`src/rtl/sa_arb_pkg.sv`:
```
// sa_arb_pkg: shared FSM state encoding and per-channel address helper for the SA tile write path.
//   sa_state_t : IDLE / WRITE / TDONE / PAUSE
//   ch_addr()  : address of channel ch given the row address and the fixed channel offset
package sa_arb_pkg;
   typedef enum logic [1:0] {IDLE = 2'd0, WRITE = 2'd1, TDONE = 2'd2, PAUSE = 2'd3} sa_state_t;
   function automatic logic [31:0] ch_addr(input logic [31:0] row_addr, input int ch, input int ch_offset);
      return row_addr + 32'(ch * ch_offset);
   endfunction
endpackage

```
`src/rtl/sa_addr_accum.sv`:
```
// sa_addr_accum: loadable address accumulator (load has priority over add).
//   clk, rst_n   : clock, async active-low reset
//   i_load       : load i_load_val
//   i_load_val   : value to load
//   i_en         : add i_step
//   i_step       : increment
//   o_acc        : accumulated value (wraps modulo 2^W)
module sa_addr_accum #(
   parameter int W = 16
) (
   input  logic         clk,
   input  logic         rst_n,
   input  logic         i_load,
   input  logic [W-1:0] i_load_val,
   input  logic         i_en,
   input  logic [W-1:0] i_step,
   output logic [W-1:0] o_acc
);
   logic [W-1:0] r_acc;
   always_ff @(posedge clk or negedge rst_n)
      if (!rst_n) r_acc <= '0;
      else if (i_load) r_acc <= i_load_val;
      else if (i_en) r_acc <= r_acc + i_step;
   assign o_acc = r_acc;
endmodule

```
`src/rtl/sa_tile_write_addr_gen.sv`:
```
// sa_tile_write_addr_gen: multi-bank BRAM write-address generator for systolic-array output tiles.
//   clk, rst_n                 : clock, async active-low reset
//   start, abort               : begin/resume a tile sequence; return to IDLE
//   cfg_base/row_stride/tile_stride/rows/tiles/auto_next : sequence configuration, latched on start in IDLE
//   in_valid / in_ready        : one SA output row per beat
//   bram_we, bram_addr         : registered per-bank write enable and address (ch0 in LSBs)
//   tile_done, all_done        : one-cycle completion pulses
//   tile_idx, busy             : current tile index, not idle
//   Optional SA_WR_OVF_CHK_EN: adds cfg_limit input and sticky err output; out-of-range or wrapped beats are not written.
module sa_tile_write_addr_gen
   import sa_arb_pkg::*;
#(
   parameter int NUM_CH     = 4,
   parameter int ADDR_WIDTH = 16,
   parameter int CH_OFFSET  = 1,
   parameter int ROW_CNT_W  = 6,
   parameter int TILE_CNT_W = 9
) (
   input  logic                         clk,
   input  logic                         rst_n,
   input  logic                         start,
   input  logic                         abort,
   input  logic [ADDR_WIDTH-1:0]        cfg_base,
   input  logic [ADDR_WIDTH-1:0]        cfg_row_stride,
   input  logic [ADDR_WIDTH-1:0]        cfg_tile_stride,
   input  logic [ROW_CNT_W-1:0]         cfg_rows,
   input  logic [TILE_CNT_W-1:0]        cfg_tiles,
   input  logic                         cfg_auto_next,
`ifdef SA_WR_OVF_CHK_EN
   input  logic [ADDR_WIDTH-1:0]        cfg_limit,
   output logic                         err,
`endif
   input  logic                         in_valid,
   output logic                         in_ready,
   output logic [NUM_CH-1:0]            bram_we,
   output logic [NUM_CH*ADDR_WIDTH-1:0] bram_addr,
   output logic                         tile_done,
   output logic                         all_done,
   output logic [TILE_CNT_W-1:0]        tile_idx,
   output logic                         busy
);
   sa_state_t r_state, w_state_nxt;
   logic [ADDR_WIDTH-1:0] r_base, r_row_stride, r_tile_stride, w_tile_base, w_row_addr, w_row_val, w_tile_val;
   logic [ROW_CNT_W-1:0] r_rows, r_row;
   logic [TILE_CNT_W-1:0] r_tiles, r_tile;
   logic r_auto, w_beat, w_last_row, w_last_tile, w_start_idle, w_tdone, w_wr, w_row_load, w_tile_load;
   logic [NUM_CH*ADDR_WIDTH-1:0] w_addr;

   assign w_beat       = in_valid & (r_state == WRITE);
   assign w_last_row   = r_row == r_rows;
   assign w_last_tile  = r_tile == r_tiles;
   assign w_start_idle = start & (r_state == IDLE);
   assign w_tdone      = r_state == TDONE;
   assign in_ready     = r_state == WRITE;
   assign busy         = r_state != IDLE;
   assign tile_idx     = r_tile;

   for (genvar c = 0; c < NUM_CH; c++) begin : g_ch
      assign w_addr[c*ADDR_WIDTH +: ADDR_WIDTH] = ADDR_WIDTH'(ch_addr(32'(w_row_addr), c, CH_OFFSET));
   end

   // Row address reloads at every tile boundary to the next tile base; after the last tile both
   // accumulators fall back to the latched base so a later start sees a clean state.
   assign w_row_load  = abort | w_start_idle | w_tdone;
   assign w_row_val   = abort ? '0 : w_start_idle ? cfg_base : w_last_tile ? r_base : w_tile_base + r_tile_stride;
   assign w_tile_load = abort | w_start_idle | (w_tdone & w_last_tile);
   assign w_tile_val  = abort ? '0 : w_start_idle ? cfg_base : r_base;

   sa_addr_accum #(.W(ADDR_WIDTH)) u_tile_acc (
      .clk(clk), .rst_n(rst_n), .i_load(w_tile_load), .i_load_val(w_tile_val),
      .i_en(w_tdone & ~w_last_tile), .i_step(r_tile_stride), .o_acc(w_tile_base)
   );
   sa_addr_accum #(.W(ADDR_WIDTH)) u_row_acc (
      .clk(clk), .rst_n(rst_n), .i_load(w_row_load), .i_load_val(w_row_val),
      .i_en(w_beat & ~w_last_row), .i_step(r_row_stride), .o_acc(w_row_addr)
   );

`ifdef SA_WR_OVF_CHK_EN
   logic [ADDR_WIDTH-1:0] r_limit;
   logic r_tile_wrap, r_row_wrap, r_err, w_ovf;
   logic [ADDR_WIDTH:0] w_hi, w_tb_sum, w_rs_sum;
   assign w_hi     = {1'b0, w_row_addr} + (ADDR_WIDTH+1)'((NUM_CH - 1) * CH_OFFSET);
   assign w_tb_sum = {1'b0, w_tile_base} + {1'b0, r_tile_stride};
   assign w_rs_sum = {1'b0, w_row_addr} + {1'b0, r_row_stride};
   // A row address is "wrapped" once any accumulation feeding it has carried out of ADDR_WIDTH.
   assign w_ovf    = r_row_wrap | w_hi[ADDR_WIDTH] | (w_hi[ADDR_WIDTH-1:0] > r_limit);
   assign w_wr     = w_beat & ~abort & ~w_ovf;
   assign err      = r_err;
   always_ff @(posedge clk or negedge rst_n)
      if (!rst_n) begin
         r_limit     <= '0;
         r_err       <= 1'b0;
         r_tile_wrap <= 1'b0;
         r_row_wrap  <= 1'b0;
      end else begin
         if (w_start_idle & ~abort) r_limit <= cfg_limit;
         r_err <= (abort | (start & (r_state == IDLE || r_state == PAUSE))) ? 1'b0 : r_err | (w_beat & w_ovf);
         if (abort | w_start_idle) begin
            r_tile_wrap <= 1'b0;
            r_row_wrap  <= 1'b0;
         end else if (w_tdone) begin
            r_tile_wrap <= ~w_last_tile & (r_tile_wrap | w_tb_sum[ADDR_WIDTH]);
            r_row_wrap  <= ~w_last_tile & (r_tile_wrap | w_tb_sum[ADDR_WIDTH]);
         end else if (w_beat & ~w_last_row) r_row_wrap <= r_row_wrap | w_rs_sum[ADDR_WIDTH];
      end
`else
   assign w_wr = w_beat & ~abort;
`endif

   always_comb begin
      w_state_nxt = r_state;
      case (r_state)
         IDLE:    w_state_nxt = start ? WRITE : IDLE;
         WRITE:   w_state_nxt = (w_beat & w_last_row) ? TDONE : WRITE;
         TDONE:   w_state_nxt = w_last_tile ? IDLE : r_auto ? WRITE : PAUSE;
         PAUSE:   w_state_nxt = start ? WRITE : PAUSE;
         default: w_state_nxt = IDLE;
      endcase
   end

   always_ff @(posedge clk or negedge rst_n)
      if (!rst_n) begin
         r_state       <= IDLE;
         r_row         <= '0;
         r_tile        <= '0;
         r_base        <= '0;
         r_row_stride  <= '0;
         r_tile_stride <= '0;
         r_rows        <= '0;
         r_tiles       <= '0;
         r_auto        <= 1'b0;
         bram_we       <= '0;
         bram_addr     <= '0;
         tile_done     <= 1'b0;
         all_done      <= 1'b0;
      end else begin
         bram_we   <= {NUM_CH{w_wr}};
         tile_done <= ~abort & w_beat & w_last_row;
         all_done  <= ~abort & w_beat & w_last_row & w_last_tile;
         if (w_beat & ~abort) bram_addr <= w_addr;
         if (w_start_idle & ~abort) begin
            r_base        <= cfg_base;
            r_row_stride  <= cfg_row_stride;
            r_tile_stride <= cfg_tile_stride;
            r_rows        <= cfg_rows;
            r_tiles       <= cfg_tiles;
            r_auto        <= cfg_auto_next;
         end
         if (abort) begin
            r_state <= IDLE;
            r_row   <= '0;
            r_tile  <= '0;
         end else begin
            r_state <= w_state_nxt;
            if (w_beat) r_row <= w_last_row ? '0 : r_row + 1'b1;
            if (w_tdone) r_tile <= w_last_tile ? '0 : r_tile + 1'b1;
         end
      end
endmodule
```
`config.mk`:
```
export PLATFORM = sky130hd
export DESIGN_NAME = sa_tile_write_addr_gen
export DESIGN_NICKNAME = d
export VERILOG_FILES = /design/src/rtl/sa_arb_pkg.sv /design/src/rtl/sa_addr_accum.sv /design/src/rtl/sa_tile_write_addr_gen.sv
export SDC_FILE = /design/constraint.sdc
export NUM_CORES = 1
export LEC_CHECK = 0
export CORE_MARGIN = 3
export CORE_UTILIZATION = 42
export CTS_CLUSTER_DIAMETER = 50
export DETAILED_ROUTE_END_ITERATION = 7
export GPL_TIMING_DRIVEN = 0
export PLACE_DENSITY = 0.67
export SLEW_MARGIN = 0
export SYNTH_ARGS = -nofsm -noshare
export SYNTH_HDL_FRONTEND = slang
export SYNTH_HIERARCHICAL = 1
export SYNTH_SLANG_ARGS = --single-unit
```
`constraint.sdc`:
```
create_clock -name clk -period 2.7 [get_ports clk]
set_input_delay 0.675 -clock clk [delete_from_list [all_inputs] [get_ports clk]]
set_output_delay 0.675 -clock clk [all_outputs]
set_load 0.02 [all_outputs]
```
==> flow_summary.yaml <==
run_status:
  status: "finished, final reports clean"
synthesis:
  netlist_top_cells_area: "dfrtp_1 42%, mux2_2 6.7%, nand2_1 6.2%"
  cell_with_the_most_instances_after_synthesis: "dfrtp_1"
  synth_cell_types: 66
  combinational_family_with_the_most_area_after_synthesis: "compound AO/OA/AOI/OAI gates"
  yosys.area_share.adder_pct: 6.59
  synth_top_cell_area_share_pct: 42.1
  asyncSetResetFlopFracSynth_pct: 100
  cell_area_after_technology_mapping_um2: 10600
  yosysWarningCount: 6
  ys_seq_area_share_pct: 42.1
  synthesized_nets: 1264
  synth-xor-area-share_pct: 7.19
  post_synthesis_compound_gate_area_fraction_pct: 16.3
  postSynthCellCount: 1141
  synth_edf_count: 0
  number_of_synthesized_register_bits: 178
  avgSynthCellArea_um2: 9.28
  post_synth_and_or_nand_nor_area_fraction_pct: 16.1
  synth_top_cells_by_count: "178 x dfrtp_1, 174 x nand2_1, 94 x o21ai_0"
  dominantRegCellSynth: "dfrtp_1"
  synth.mux.area_fraction_pct: 8.21
  synth_largest_area_cell: "dfrtp_1"
route:
  num_vias: 9054
  ant_nets: 0
  detail_route.vias_per_cell: 5.49
  wl_per_cell_um: 17.6
  route.final.wire_length_um: 29100
  detail_route.first_pass.iterations: 5
  detail_route.iter0.violations: 639
  detail_route.drc_violations: 0
setup_path:
  critPathKind: "in2reg"
  worst-r2r-setup-slack_ns: 0.12
  cells_along_the_critical_path: "clkdlybuf4s50_1 > clkbuf_2 > clkbuf_1 > a31oi_1 > a22o_2 > or3b_1"
  arrival_ns: 2.96
  reg2reg_from: "r_tile_stride[0]$_DFFE_PN0P_"
  worstReg2RegEnd: "u_row_acc/o_acc[12]$_DFFE_PN0P_"
  crit_path_start_kind: "primary input"
  crit_buf_inv: 3
  path_max_fanout: 10
  path_delay_family: "buffers and inverters"
  startpoint: "abort"
  cp.depth: 6
  worstSetupEndpointType: "flop"
  r2r_cells: 11
  slowest_stage: "clkdlybuf4s50_1"
  endpoint: "u_row_acc/o_acc[13]$_DFFE_PN0P_"
  timing.critical_path.required_ns: 3.01
  timing.critical_path.slowest_cell_delay_ns: 0.71
clock_tree:
  insertion_delay_ns: 0.44
  tritoncts.num_buffers: 17
  clock_tree_from_tritoncts: "built"
  cts_max_level: 4
  clock-sinks: 178
  cts_root_buffer: "clkbuf_16"
  cts_buffer_depth: 2
  clkSlewWorstSetupHoldPaths_ns: 0.07
floorplan:
  num_io_pins: 150
  num_rows: 57
  effective_utilization_at_floorplan_pct: 43.2
  floorplan.die_area_um2: 27200
  die_width_um: 165
  dieHeight_um: 165
  floorplan.core_area_um2: 24500
timing:
  period_minus_slack_ns: 2.64
  hold_slack_ns: 0.242
  max_freq_ghz: 0.378
  grt_setup_unrepaired: "yes"
  setup_slack_ns: 0.0569
  setup-tns-final_ns: 0
  skew_ns: 0.00972
  timing.max_slew.rel_slack_pct: 52.0
  pins_over_slew_limit: 0
  finalSetupViolCount: 0
  tightestPinTransition_ns: 0.720
  finalCritPeriodShare_pct: 97.9
  timing.final.hold_violations: 0
grt:
  grt_pass1_wl_um: 46400
  maximum_number_of_pins_on_one_net_before_global_route_repair: 93
  antenna_found_initial: 1
  first_global_vias: 8873
  globalRouteTotalUtil_pct: 21.6
  grt-ovfl-total: 0
run:
  cap_viol_max_count: 0
power_and_ir_drop:
  p_leak_nw: 5.67
  cellPowerDensity_nw_per_um2: 807
  max-vdd-ir-drop_v: 0.000438
place:
  place_ws_ns: -0.857
  dpl.hpwl_um: 22100
  gp_congestion: 0.943
  portBuffers: 149
layout:
  synthToLayoutAreaGrowth_pct: 24.6
  nNetsFinal: 1435
  ratio_of_cells_with_drive_above_1_in_the_final_layout_pct: 12.1
hold_path:
  min-delay-path-class: "in2async"
## final cells by class
class	instances	area [um^2]
fillers	2246	11300
multi-input cells	879	5830
flip-flops and latches	178	4450
repair buffers	152	1540
clock buffers	19	433
well taps	324	405
plain buffers	63	313
clock inverters	12	145
inverters	21	78.8
diodes	1	2.50
## worst register-to-register path: cells and delay by family (launching register included)
kind                     cells  cell delay [ns]
AND/OR/NAND/NOR              2             0.51
adder cells (fa/ha/maj)      2             0.57
AO/OA/AOI/OAI                6             0.99
flip-flops                   1             0.39
buffers and inverters        1             0.06
## routing by layer
| metal | wire length (um) | part of all wire, % | vias up | GRT usage (%) |
|---|---|---|---|---|
| met5 | 0 | 0 | - | 0 |
| met4 | 527 | 1.8 | 0 | 6.21 |
| met3 | 1560 | 5.4 | 36 | 3.19 |
| met2 | 14000 | 48 | 288 | 37.0 |
| met1 | 13000 | 45 | 4354 | 28.5 |
| li1 | - | - | 4376 | - |
## through the flow
step                util [%]  std cells  instance area, um^2  power [mW]
CTS                     53.5       1647                13100        10.6
floorplan                  -       1141                10600        6.51
global route            53.8       1649                13200        11.3
detailed placement      51.0       1615                12500        8.09
global placement        50.9       1614                12500        7.98
finish                  53.8       1649                13200        10.7
## sequential cells by signal (all words and copies together) (netlist names)
signal and count:
bram_addr 62, r_base 16, r_row_stride 16, r_tile_stride 16, u_row_acc/o_acc 16, u_tile_acc/o_acc 16, r_tiles 9, tile_idx 9
r_row 6, r_rows 6, r_state 2, all_done 1, bram_we 1, r_auto 1, tile_done 1
## cells in the final DEF, fill, tap and decap left out, drive strengths merged, types with 13 or more instances in the layout
cell type	n
clkbuf	57
mux2	63
nor3	18
clkdlybuf4s50	148
dfrtp	178
a21oi	82
a21o	13
inv	27
o21ai	97
nor2	79
nand2	174
xor2	27
xnor2	60
ha	51
nand3	25
mux2i	16
buf	29
## kinds of logic after synthesis
group	after synthesis
compound gates	284
xor+xnor	87
fa+ha+maj	54
buf+inv	84
flops	178
mux	79
simple gates	375
## power by group
part	switching, mW	internal [mW]	leakage [nW]
Clock	1.14	1.38	0.281
Sequential	0.547	3.29	2.24
Combinational	2.29	2.00	3.15
## worst min path at each step
stage	from	to	slack, ns
6_report	rst_n	bram_we[0]$_DFF_PN0_	0.24
4_1_cts	rst_n	bram_we[0]$_DFF_PN0_	0.28
3_5_place_dp	bram_addr[13]$_DFFE_PN0P_	bram_addr[13]$_DFFE_PN0P_	0.46
3_3_place_gp	bram_addr[34]$_DFFE_PN0P_	bram_addr[34]$_DFFE_PN0P_	0.46
2_1_floorplan	rst_n	all_done$_DFF_PN0_	0.38
5_1_grt	rst_n	bram_addr[4]$_DFFE_PN0P_	0.30
## what timing repair did
item                                    CTS  global route
endpoints found under the setup margin   18            38
resized for setup                        10            21
pin swaps                                 1             2
setup buffers                             1             1
hold buffers                              0             0
endpoints found under the hold margin     0             0
Note: power is estimated with default switching activity, not from simulation.
